### src/rtl/display_scan_sequencer.sv
// Scan-phase generator and scrolling 4-character window for a 4-digit multiplexed display.
// Characters come from a 16-entry circular message buffer; the window moves one slot every SCROLL_REFRESH frames.
module display_scan_sequencer #(
  parameter int unsigned PRESCALE       = 16,
  parameter int unsigned SCROLL_REFRESH = 64
) (
  input  logic        clk,
  input  logic        reset,
  input  logic        load,
  input  logic [63:0] msg_in,
  input  logic        scroll_en,
  output logic [3:0]  counter,
  output logic [3:0]  c0,
  output logic [3:0]  c1,
  output logic [3:0]  c2,
  output logic [3:0]  c3,
  output logic        frame_tick,
  output logic        scroll_tick
);

  localparam int unsigned PW = (PRESCALE > 1) ? $clog2(PRESCALE) : 1;
  localparam int unsigned FW = (SCROLL_REFRESH > 1) ? $clog2(SCROLL_REFRESH) : 1;
  localparam logic [PW-1:0] PMAX = PW'(PRESCALE - 1);
  localparam logic [FW-1:0] FMAX = FW'(SCROLL_REFRESH - 1);

  logic [PW-1:0] r_presc;
  logic [3:0]    r_counter;
  logic [FW-1:0] r_frame_cnt;
  logic [3:0]    r_ptr;
  logic [63:0]   r_buf;
  logic [3:0]    r_c0, r_c1, r_c2, r_c3;
  logic          r_frame_tick;
  logic          r_scroll_tick;

  logic          w_step;
  logic          w_boundary;
  logic          w_scroll_due;
  logic [3:0]    w_ptr_nxt;
  logic [63:0]   w_src;

  function automatic logic [3:0] char_at(input logic [63:0] m, input logic [3:0] idx);
    return m[{idx, 2'b00} +: 4];
  endfunction

  always_comb begin
    w_step       = (r_presc == PMAX);
    w_boundary   = w_step && (r_counter == 4'hF);
    w_scroll_due = w_boundary && scroll_en && (r_frame_cnt == FMAX);
    // A load overrides the scroll decision and feeds the window straight from msg_in.
    w_ptr_nxt    = load ? 4'd0 : (w_scroll_due ? r_ptr + 4'd1 : r_ptr);
    w_src        = load ? msg_in : r_buf;
  end

  always_ff @(posedge clk) begin
    if (reset) begin
      r_presc       <= '0;
      r_counter     <= '0;
      r_frame_cnt   <= '0;
      r_ptr         <= '0;
      r_buf         <= '0;
      r_c0          <= '0;
      r_c1          <= '0;
      r_c2          <= '0;
      r_c3          <= '0;
      r_frame_tick  <= 1'b0;
      r_scroll_tick <= 1'b0;
    end else begin
      r_frame_tick  <= w_boundary;
      r_scroll_tick <= w_scroll_due && !load;
      r_presc       <= w_step ? '0 : r_presc + PW'(1);
      if (w_step)
        r_counter <= r_counter + 4'd1;
      if (load) begin
        r_buf       <= msg_in;
        r_frame_cnt <= '0;
      end else if (w_boundary && scroll_en) begin
        r_frame_cnt <= w_scroll_due ? '0 : r_frame_cnt + FW'(1);
      end
      r_ptr <= w_ptr_nxt;
      if (w_boundary) begin
        r_c3 <= char_at(w_src, w_ptr_nxt);
        r_c2 <= char_at(w_src, w_ptr_nxt + 4'd1);
        r_c1 <= char_at(w_src, w_ptr_nxt + 4'd2);
        r_c0 <= char_at(w_src, w_ptr_nxt + 4'd3);
      end
    end
  end

  assign counter     = r_counter;
  assign c0          = r_c0;
  assign c1          = r_c1;
  assign c2          = r_c2;
  assign c3          = r_c3;
  assign frame_tick  = r_frame_tick;
  assign scroll_tick = r_scroll_tick;

endmodule

### config.mk
export PLATFORM = sky130hd
export DESIGN_NAME = display_scan_sequencer
export DESIGN_NICKNAME = d
export VERILOG_FILES = /design/src/rtl/display_scan_sequencer.sv
export SDC_FILE = /design/constraint.sdc
export NUM_CORES = 1
export LEC_CHECK = 0
export CAP_MARGIN = 40
export CORE_UTILIZATION = 45
export DETAILED_ROUTE_END_ITERATION = 6
export DONT_BUFFER_PORTS = 1
export PLACE_DENSITY = 0.59
export SLEW_MARGIN = 20
export SYNTH_ARGS = -nofsm -noshare
export SYNTH_HDL_FRONTEND = slang
export SYNTH_SLANG_ARGS = --single-unit
### constraint.sdc
create_clock -name clk -period 7 [get_ports clk]
set_clock_uncertainty 0.1 [all_clocks]
set_input_delay 0 -clock clk [delete_from_list [all_inputs] [get_ports clk]]
set_output_delay 0 -clock clk [all_outputs]
set_load 0.05 [all_outputs]
==> summary.md, run 1 <==
| Metric | Value |
|---|---|
| Multi-input gate area | `a little under 4000 µm²` |
| Async S/R FF share, synth | `0%` |
| Pin count of the biggest net entering global routing | `94` |
| Max-slew headroom | `~44%` |
| Clock Tree Buf Depth | `2` |
| Diodes inserted | `0` |
| Cells after Synth | `~730` |
| Clock sinks | `100` |
| Initial antenna violation count | `0` |
| Yosys cell types | `64` |
| VDD IR max | `130 µV` |
| Share of layout cells above drive strength 1 | `around 8.0%` |
| PostCTS Resize Cnt | `0` |
| Final-report max-slew violation count | `0` |
| First-pass GRT wire length | `30500 µm` |
| Clk slew on worst S/H paths | `roughly 0.070 ns` |
| CP arrival | `approximately 5.8 ns` |
| Residual DRC count | `0` |
| Ys Warns | `0` |
| Crit path cell chain | `ha_1 > nand4_1 > nor4_4 > mux2i_2 > buf_4 > or2_1 > buf_4 > inv_2 > ha_1 > nand2_1 > mux2i_1 > xnor2_4 > buf_16 > mux2_2 > a211o_1 > o211ai_1 > o211ai_1` |
| DRT iter0 DRCs | `between 400 and 500` |
| Number of CTS-inserted buffers | `9` |
| Seq/Total Area, Yosys | `approximately a third` |
| Root Buffer Master | `clkbuf_16` |
| Syn_nets | `around 800` |
| Area of the core | `13200 µm²` |
| Power after layout | `about 1.3 mW` |
| Post-synth top cells | `dfxtp_1, nor2_1, mux2i_1, nand2_1, a21oi_1` |
| Routed vias | `5746` |
| TritonCTS clock tree | `built` |
| Worst-margin pin slew | `0.831 ns` |
| Most common cell in the netlist | `dfxtp_1` |
| Critical Setup Path Class | `flip-flop to flip-flop` |
| Max-cap violation count | `0` |
| Htree depth | `3` |
| Post-synth top flop | `dfxtp_1` |
| Gpl congestion | `0.867` |
| GRT Total Usage | `between 20% and 30%` |
| Outcome | `complete, no violations` |
| RSZ-0062 raised after global routing | `false` |
| Static Leak | `3.03 nW` |
| Antenna viol nets, final | `0` |
| Row cnt | `42` |
| Worst skew pair latency | `~0.36 ns` |
| Post-DP HPWL | `around 13000 µm` |
| Total gr overflow | `0` |
| Critical path launch point type | `flip-flop` |
| Hold Crit Class | `primary input to flip-flop` |
| Share of the synthesized area in the top cell type | `between 30% and 40%` |
| Avg Vias per Cell | `slightly above 6` |
| Number of flops mapped to enable cells by yosys | `0` |
| Die area | `roughly 14000 µm²` |
| Nets@finish | `834` |
| Fmax achieved | `about 180 MHz` |
| Die height | `approximately 120 µm` |
| Register Area | `~2000 µm²` |
| Tmin final | `between 5 and 6 ns` |
| Crit path max fanout | `32` |
| Layout Area Growth over Synthesis | `18.8%` |
| CP max stage cell | `nor4_4` |
| Tcrit/Tclk final | `80.4%` |
| Final Hold Vio Count | `0` |
| Drt wl/cell | `approximately 21 µm` |
| WP data required | `slightly above 7 ns` |
| Pre-antenna DRT Iters | `5` |
| Register bit total from synthesis | `100` |
| Setup crit end kind | `flip-flop` |
| I/O pin cnt | `90` |
| Cell area after synthesis | `6110 µm²` |
| Number of global-route vias before repair | `5522` |
| Sum Neg Setup Slack | `0 ns` |
| Largest area contributor in the netlist | `dfxtp_1` |
| Fillers | `about 1200` |
| Avg Synthesized Cell Area | `~8.4 µm²` |
| Initial core utilization | `about 46%` |
| Slowest Stage Delay on Critical Path | `about 0.76 ns` |
| Die X | `around 120 µm` |
| Power Dens Cells | `around 180 nW/µm²` |
| Final setup violation count | `0` |
| I/O Buffers | `0` |
| Final WL | `around 20000 µm` |
| Synth area leaders | `dfxtp_1, mux2i_1, nor2_1, nand2_1, a211oi_1` |
## where the power goes
part / leakage, nW / switching [mW] / internal (mW)
clock network: 0.155 / 0.229 / 0.312
registers: 0.819 / 0.0182 / 0.592
logic: 2.06 / 0.0829 / 0.0799
## worst paths after layout
kind	to	cells after the start	slack [ns]	from
worst max-delay path	c2[3]$_SDFFE_PP0N_	17	1.38	counter[0]$_SDFFE_PP0N_
worst min-delay path	scroll_tick$_SDFF_PP0_	2	0.006	load
worst max register to register	c2[3]$_SDFFE_PP0N_	17	1.38	counter[0]$_SDFFE_PP0N_
worst min register to register	r_buf[33]$_SDFF_PP0_	2	0.38	r_buf[33]$_SDFF_PP0_
## layout make-up
type                       count  area share, %
multi-input combinational    559           52.9
clock inverter                 7           1.26
inverter                       9          0.500
clock buffer                   9           3.10
tap                          176           3.03
sequential                   100           27.6
timing repair buffer          79           11.6
## state kept, by name, indices dropped and copies added (netlist names)
signal       cells
scroll_tick      1
counter          4
frame_tick       1
r_ptr            4
c0               4
c2               4
r_presc          4
c1               4
r_frame_cnt      6
r_buf           64
c3               4
## logic make-up (layout without fill, tap and decap cells)
group	Yosys count	in the layout	synth area share [%]
AOI/OAI and AO/OA	170	170	19.1
xor gates and xnor gates	20	20	3.52
and+or+nand+nor	249	249	18.0
muxes	112	112	20.2
buffers and inverters	67	104	4.77
adders and majority gates	8	8	1.64
DFF	100	100	32.7
## layer usage
metal | vias up | global-route usage, % | part of all wire, %
li1 | 2719 | - | -
met1 | 2792 | 36.8 | 45
met2 | 205 | 45.2 | 47
met3 | 30 | 5.98 | 6.1
met4 | 0 | 9.34 | 1.7
met5 | - | 0 | 0
## metrics by stage
step	hold WS, ns	area, µm²	cells	util (%)	worst slack (ns)
3_5_place_dp	-0.0175	6170	851	46.6	1.04
3_3_place_gp	-0.0226	6140	850	46.4	1.24
4_1_cts	0.00465	7230	937	54.6	1.01
2_1_floorplan	0.0472	6110	726	-	2.61
5_1_grt	0.0394	7260	939	54.8	1.01
6_report	0.00570	7260	939	54.8	1.38
## layout by cell type, fill, tap and decap left out, types with 8 or more instances in the layout
cell / n
dfxtp_1: 100
nor2_1: 90
mux2i_1: 87
nand2_1: 86
dlygate4sd3_1: 68
a21oi_1: 39
a211oi_1: 28
o21ai_0: 27
nor3_1: 23
mux2_2: 16
o211ai_1: 15
nand4_1: 10
xor2_1: 9
a211o_1: 9
clkbuf_16: 9
nand3_1: 8
ha_1: 8
## repair_timing
action                                 4_1_cts  5_1_grt
hold buffers                                70        0
buffers inserted                             0        0
endpoints found under the hold margin       99        0
## worst max-delay path: cells and delay by family (launching register included)
kind	cells	cell delay [ns]
AO/OA/AOI/OAI	3	0.55
AND/OR/NAND/NOR	4	1.24
buffers and inverters	4	1.15
multiplexers	3	0.78
flip-flops	1	0.70
XOR/XNOR	1	0.30
adder cells (fa/ha/maj)	2	0.65
Note: power is estimated with default switching activity, not from simulation.
==> run 2, diff against run 1 <==
--- a/config.mk
+++ b/config.mk
@@ -5,6 +5,7 @@
 export SDC_FILE = /design/constraint.sdc
 export NUM_CORES = 1
 export LEC_CHECK = 0
+export ABC_AREA = 1
 export CAP_MARGIN = 40
 export CORE_UTILIZATION = 45
 export DETAILED_ROUTE_END_ITERATION = 6
==> constraint.sdc (replaced) <==
create_clock -name clk -period 5.5 [get_ports clk]
set_clock_uncertainty 0.1 [all_clocks]
set_input_delay 0 -clock clk [delete_from_list [all_inputs] [get_ports clk]]
set_output_delay 0 -clock clk [all_outputs]
set_load 0.05 [all_outputs]
==> run 2 against run 1 <==
Effect of this change: routed wire length up 2.6%; core utilization rose by 0.36 points; non-clock buffer count shrank 5; design area is 2.1% lower; clock power increased by 29%; flip-flop and latch count unchanged; worst hold slack improved by 0.037 ns; sequential power increased by 25%; clock-buffer cell count did not move; synthesized cell count increased by 29%.
==> summary.md, run 2 <==
| Metric | Value |
|---|---|
| Outcome | `complete, no violations` |
| Fillers | `roughly 1300` |
| I/O Buffers | `0` |
| Pin count of the biggest net entering global routing | `92` |
| Row cnt | `between 40 and 50` |
| Final WL | `between 20000 and 25000 µm` |
| Syn_nets | `1016` |
| Final Hold Vio Count | `0` |
| Post-synthesis adder-cell area fraction | `1.65%` |
| # hold bufs at CTS | `68` |
| Final setup violation count | `0` |
| Diodes inserted | `0` |
| Commonest non-fill, non-tap cell in the layout | `nand2_1` |
| Final core area utilization | `55.2%` |
| Final-report max-slew violation count | `0` |
| I/O pin cnt | `90` |
| Total gr overflow | `0` |
| Async S/R FF share, synth | `0%` |
| R2R setup slack | `roughly 1.3 ns` |
| Ys Warns | `0` |
| Number of flops mapped to enable cells by yosys | `0` |
| Share of layout cells above drive strength 1 | `between 10% and 20%` |
| First-pass GRT wire length | `approximately 32000 µm` |
| Max-slew headroom | `a little under half` |
| Design Area, Final | `around 7000 µm²` |
| Setup crit end kind | `flip-flop` |
| Power after layout | `1.73 mW` |
| Commonest non-fill, non-tap cells in the layout | `nand2_1, nand3_1, dfxtp_1` |
| Die area | `roughly 14000 µm²` |
| Largest area contributor in the netlist | `dfxtp_1` |
| RSZ-0062 raised after global routing | `false` |
| Most common cell in the netlist | `nand2_1` |
| Register Area | `approximately 2000 µm²` |
| Initial core utilization | `47.0%` |
| WP data required | `approximately 5.7 ns` |
| Number of global-route vias before repair | `approximately 6000` |
| Synth Area in Compound Gates | `a little under a tenth` |
| Die X | `roughly 120 µm` |
| Proportion of synthesized area in mux cells | `1.32%` |
| Max-cap violation count | `0` |
| Worst skew pair latency | `around 0.37 ns` |
| Cells after Synth | `940` |
| Post-synth top cells | `nand2_1, nand3_1, dfxtp_1, nor2_1, inv_1` |
| VDD IR max | `~240 µV` |
| Share of the synthesized area in the top cell type | `33.1%` |
| Power Dens Cells | `about 240 nW/µm²` |
| Layout Area Growth over Synthesis | `17.5%` |
| Post-DP HPWL | `between 10000 and 15000 µm` |
| Multi-input gate area | `~3500 µm²` |
| Nets@finish | `~1000` |
| Tcrit/Tclk final | `76.2%` |
| Sum Neg Setup Slack | `0 ns` |
| Synth Area in XOR/XNOR | `slightly below 2%` |
| Cell area after synthesis | `between 6000 and 7000 µm²` |
| PnR worst setup slack | `1.31 ns` |
| Clock sinks | `100` |
| Crit path max fanout | `31` |
| Static Leak | `3.28 nW` |
| Non-Filler Instances | `~1100` |
| Initial antenna violation count | `0` |
| Avg Vias per Cell | `5.46` |
| Clk slew on worst S/H paths | `0.08 ns` |
| Area of the core | `between 10000 and 15000 µm²` |
| Post-Synth Simple-Gate Area | `43.6%` |
| Clock Tree Buf Depth | `2` |
| Post-synth top flop | `dfxtp_1` |
| Antenna viol nets, final | `0` |
| Number of CTS-inserted buffers | `9` |
| Htree depth | `3` |
| Dpl cells | `between 1000 and 1500` |
| CP arrival | `about 4.4 ns` |
| Yosys cell types | `38` |
| Tmin final | `about 4.2 ns` |
| Worst hold slack | `approximately 0.043 ns` |
| Avg Synthesized Cell Area | `6.43 µm²` |
| Largest family of logic cells by synthesized area | `simple AND/OR/NAND/NOR gates` |
| PostCTS Resize Cnt | `0` |
| Root Buffer Master | `clkbuf_16` |
| Die height | `about 120 µm` |
| DRT iter0 DRCs | `593` |
| Critical Setup Path Class | `flip-flop to flip-flop` |
| Top flop regs | `r_buf (64), r_frame_cnt (6)` |
| Hold Crit Class | `primary input to flip-flop` |
| Register bit total from synthesis | `100` |
| Pre-CTS setup slack | `~1.4 ns` |
| Fmax achieved | `239 MHz` |
| Routed vias | `approximately 6300` |
| Biggest register | `r_buf` |
| Residual DRC count | `0` |
| Worst-margin pin slew | `between 0.8 and 0.9 ns` |
| Post-CTS Repair Setup Buffers | `0` |
| Gpl congestion | `between 0.9 and 1` |
| Drt wl/cell | `between 15 and 20 µm` |
| Max reg flops | `64` |
| Dpl cell area | `6060 µm²` |
| GRT Total Usage | `about 30%` |
| Seq/Total Area, Yosys | `between 30% and 40%` |
| TritonCTS clock tree | `built` |
| Critical path launch point type | `flip-flop` |
| Synth area leaders | `dfxtp_1, nand2_1, nand3_1, or2_2, o21ai_0` |
| Hold Path Depth | `3` |
| Pre-antenna DRT Iters | `5` |
| Worst r2r path cells | `13` |
## run 2: cell types whose count changed in the layout (fill, tap and decap cells not counted), moves of 21 or more
| cell | delta |
|---|---|
| nand3_1 | +162 |
| nand2_1 | +146 |
| mux2i_1 | -79 |
| inv_1 | +67 |
| or2_2 | +58 |
| o21ai_0 | +43 |
| a211oi_1 | -28 |
| nor3_1 | -21 |
## run 2: cell type report
class / instances / share of cell area, %
multi-input combinational: 707 / 49.3
sequential: 100 / 28.2
timing repair buffer: 74 / 10.7
inverter: 79 / 4.17
clock buffer: 9 / 3.17
tap: 172 / 3.03
clock inverter: 7 / 1.44
## run 2: final timing paths
kind | from | to
worst max-delay path | counter[0]$_SDFFE_PP0N_ | c2[3]$_SDFFE_PP0N_
worst min-delay path | load | r_buf[54]$_SDFF_PP0_
worst max register to register | counter[0]$_SDFFE_PP0N_ | c2[3]$_SDFFE_PP0N_
worst min register to register | r_presc[0]$_SDFF_PP0_ | r_presc[0]$_SDFF_PP0_
## run 2: worst max-delay path, stage by stage (launching register included)
cell and delay, ns:
dfxtp_1 0.70, ha_1 0.26, nand3_1 0.17, nor2_8 0.41
nand3_4 0.21, nand2_4 0.16, inv_2 0.05, nor2_4 0.61
ha_1 0.36, xor2_1 0.57, nand3_1 0.15, nand3_1 0.12
nand3_1 0.08, a21oi_1 0.14
## run 2: where the power goes
group / internal, mW / leakage [nW] / switching [mW]
clock network: 0.370 / 0.160 / 0.328
logic: 0.106 / 2.30 / 0.161
registers: 0.757 / 0.822 / 0.00829
## run 2: kinds of logic (layout without fill, tap and decap cells)
logic type                 Yosys count  count (layout)
and+or+nand+nor                    571             571
muxes                                8               8
xor gates and xnor gates            10              10
adders and majority gates            8               8
AOI/OAI and AO/OA                  110             110
buffers and inverters              133             169
DFF                                100             100
## run 2: routing by layer
layer  track usage (%)  share of wire [%]  up-vias
li1                  -                  -     3099
met1              38.3                 45     2928
met2              47.6                 47      210
met3              5.14                5.4       36
met4              10.7                2.6        0
met5                 0                  0        -
==> run 3, diff against run 2 <==
--- a/config.mk
+++ b/config.mk
@@ -10,7 +10,7 @@
 export CORE_UTILIZATION = 45
 export DETAILED_ROUTE_END_ITERATION = 6
 export DONT_BUFFER_PORTS = 1
-export PLACE_DENSITY = 0.59
+export PLACE_DENSITY = 0.61
 export SLEW_MARGIN = 20
 export SYNTH_ARGS = -nofsm -noshare
 export SYNTH_HDL_FRONTEND = slang
==> constraint.sdc (replaced) <==
create_clock -name clk -period 3.6 [get_ports clk]
set_clock_uncertainty 0.1 [all_clocks]
set_input_delay 0 -clock clk [delete_from_list [all_inputs] [get_ports clk]]
set_output_delay 0 -clock clk [all_outputs]
set_load 0.05 [all_outputs]
==> run 3 against run 2 <==
Effect of this change: clock-buffer cell count grew 4; first-iteration DRC count decreased by 4.4%; worst hold slack worse by 0.021 ns; via count decreased by 0.72%; clock power rose by 49%; cell count up 0.78%; power rose by 51%; maximum frequency grew 34%; combinational power rose by 51%; design area up 0.97%; largest power group unchanged.
==> summary.md, run 3 (synthesis gave the netlist of run 2 again) <==
| Metric | Value |
|---|---|
| Outcome | `complete, no violations` |
| Register Area | `~2000 µm²` |
| Number of global-route vias before repair | `slightly below 6000` |
| CP max stage cell | `dfxtp_1` |
| DRT iter0 DRCs | `between 500 and 600` |
| I/O pin cnt | `90` |
| Commonest non-fill, non-tap cell in the layout | `nand2_1` |
| Initial core utilization | `between 40 and 50%` |
| Pre-antenna DRT Iters | `6` |
| Die area | `13900 µm²` |
| Clk slew on worst S/H paths | `about 0.07 ns` |
| Worst skew pair latency | `between 0.3 and 0.4 ns` |
| Pin count of the biggest net entering global routing | `a little over 90` |
| Final-report max-slew violation count | `0` |
| Top flop regs | `r_buf (64), r_frame_cnt (6)` |
| Layout Area Growth over Synthesis | `18.6%` |
| Area of the core | `around 13000 µm²` |
| Number of CTS-inserted buffers | `9` |
| Crit path max-delay family | `simple AND/OR/NAND/NOR gates` |
| Power Dens Cells | `~360 nW/µm²` |
| Drt wl/cell | `16.5 µm` |
| Worst-margin pin slew | `a little over 0.7 ns` |
| Gpl congestion | `roughly 0.95` |
| Crit path cell chain | `ha_1 > nand3_4 > nor2_8 > buf_4 > nand4_2 > nand3_2 > buf_12 > nand2_1 > o21ai_0 > nand2_1 > nand3_1 > nand3_1 > nand3_1 > a21oi_1` |
| Htree depth | `3` |
| Fillers | `1308` |
| Final core area utilization | `55.7%` |
| Avg Vias per Cell | `about 5.4` |
| Final WL | `about 19000 µm` |
| Nets@finish | `between 1000 and 1500` |
| VDD IR max | `335 µV` |
| Initial antenna violation count | `0` |
| Critical Setup Path Class | `flip-flop to flip-flop` |
| Static Leak | `~3.3 nW` |
| Critical path launch point type | `flip-flop` |
| Row cnt | `around 40` |
| Clock Tree Buf Depth | `2` |
| Max-slew headroom | `slightly above 50%` |
| Biggest register | `r_buf` |
| First-pass GRT wire length | `30600 µm` |
| WP data required | `3.74 ns` |
| Routed vias | `6228` |
| Final setup violation count | `0` |
| Max-cap violation count | `0` |
| Commonest non-fill, non-tap cells in the layout | `nand2_1, nand3_1, dfxtp_1` |
| PostCTS Resize Cnt | `0` |
| Most used cell along the critical path | `nand3_1` |
| Total gr overflow | `0` |
| Root Buffer Master | `clkbuf_16` |
| Share of layout cells above drive strength 1 | `about an eighth` |
| CP bufs+invs | `2` |
| Final Hold Vio Count | `0` |
| Die height | `118 µm` |
| GRT Total Usage | `28.2%` |
| Hold Crit Class | `primary input to flip-flop` |
| Setup crit end kind | `flip-flop` |
| Max reg flops | `between 60 and 70` |
| Slowest Stage Delay on Critical Path | `approximately 0.36 ns` |
| Multi-input gate area | `3500 µm²` |
| TritonCTS clock tree | `built` |
| Antenna viol nets, final | `0` |
| Power after layout | `approximately 2.6 mW` |
| Diodes inserted | `0` |
| Crit path max fanout | `slightly above 90` |
| I/O Buffers | `0` |
| RSZ-0062 raised after global routing | `false` |
| Sum Neg Setup Slack | `0 ns` |
| Tcrit/Tclk final | `87.0%` |
| Residual DRC count | `0` |
| Die X | `about 120 µm` |
| Tmin final | `between 3 and 4 ns` |
| Clock sinks | `100` |
| Fmax achieved | `between 300 and 400 MHz` |
| CP arrival | `about 3.3 ns` |
| Post-DP HPWL | `roughly 13000 µm` |
-- run 3: layout make-up --
cell class | instances | share of cell area (%)
Tap cell | 172 | 3.00
Multi-Input combinational cell | 707 | 48.8
Clock inverter | 3 | 0.610
Sequential cell | 100 | 27.9
Inverter | 79 | 4.13
Clock buffer | 13 | 3.77
Timing Repair Buffer | 83 | 11.8
-- run 3: layer usage --
layer,routed length [µm],share of wire (%),track usage (%)
met2,8570,45,43.6
met1,8870,47,38.5
met4,469,2.5,9.21
met5,0,0,0
met3,1130,5.9,6.49
-- run 3: path summary, 6_finish.rpt --
path	end	depth (start not counted)	slack (ns)	from
setup / recovery	c2[0]$_SDFFE_PP0N_	14	0.47	r_presc[0]$_SDFF_PP0_
hold / removal	r_buf[44]$_SDFF_PP0_	3	0.02	msg_in[44]
setup reg to reg	c2[0]$_SDFFE_PP0N_	14	0.47	r_presc[0]$_SDFF_PP0_
hold reg to reg	r_presc[0]$_SDFF_PP0_	1	0.35	r_presc[0]$_SDFF_PP0_
-- run 3: stage by stage --
stage | std cells | hold WS, ns | area [µm²] | setup WS [ns]
2_1_floorplan | 940 | 0.0798 | 6050 | 0.243
3_3_place_gp | 1074 | -0.0203 | 6150 | 0.582
3_5_place_dp | 1074 | -0.0212 | 6150 | 0.531
4_1_cts | 1156 | 0.00666 | 7160 | 0.515
5_1_grt | 1157 | 0.0542 | 7180 | 0.217
6_report | 1157 | 0.0222 | 7180 | 0.469
-- run 3: where the power goes --
group          total (mW)  leakage (nW)  internal, mW  switching, mW
Clock                1.04         0.156         0.596          0.441
Combinational       0.404          2.35         0.162          0.242
Sequential           1.17         0.822          1.16         0.0117
-- run 3: worst register-to-register path, delay by kind of cell, from the launching register on --
kind	cells	cell delay (ns)
flip-flops	1	0.36
adder cells (fa/ha/maj)	1	0.24
AO/OA/AOI/OAI	2	0.35
AND/OR/NAND/NOR	9	1.44
buffers and inverters	2	0.53
-- run 3: repair_timing --
action	in CTS	in global routing
hold endpoints to repair	100	0
hold buffers	66	0
buffers inserted	0	0
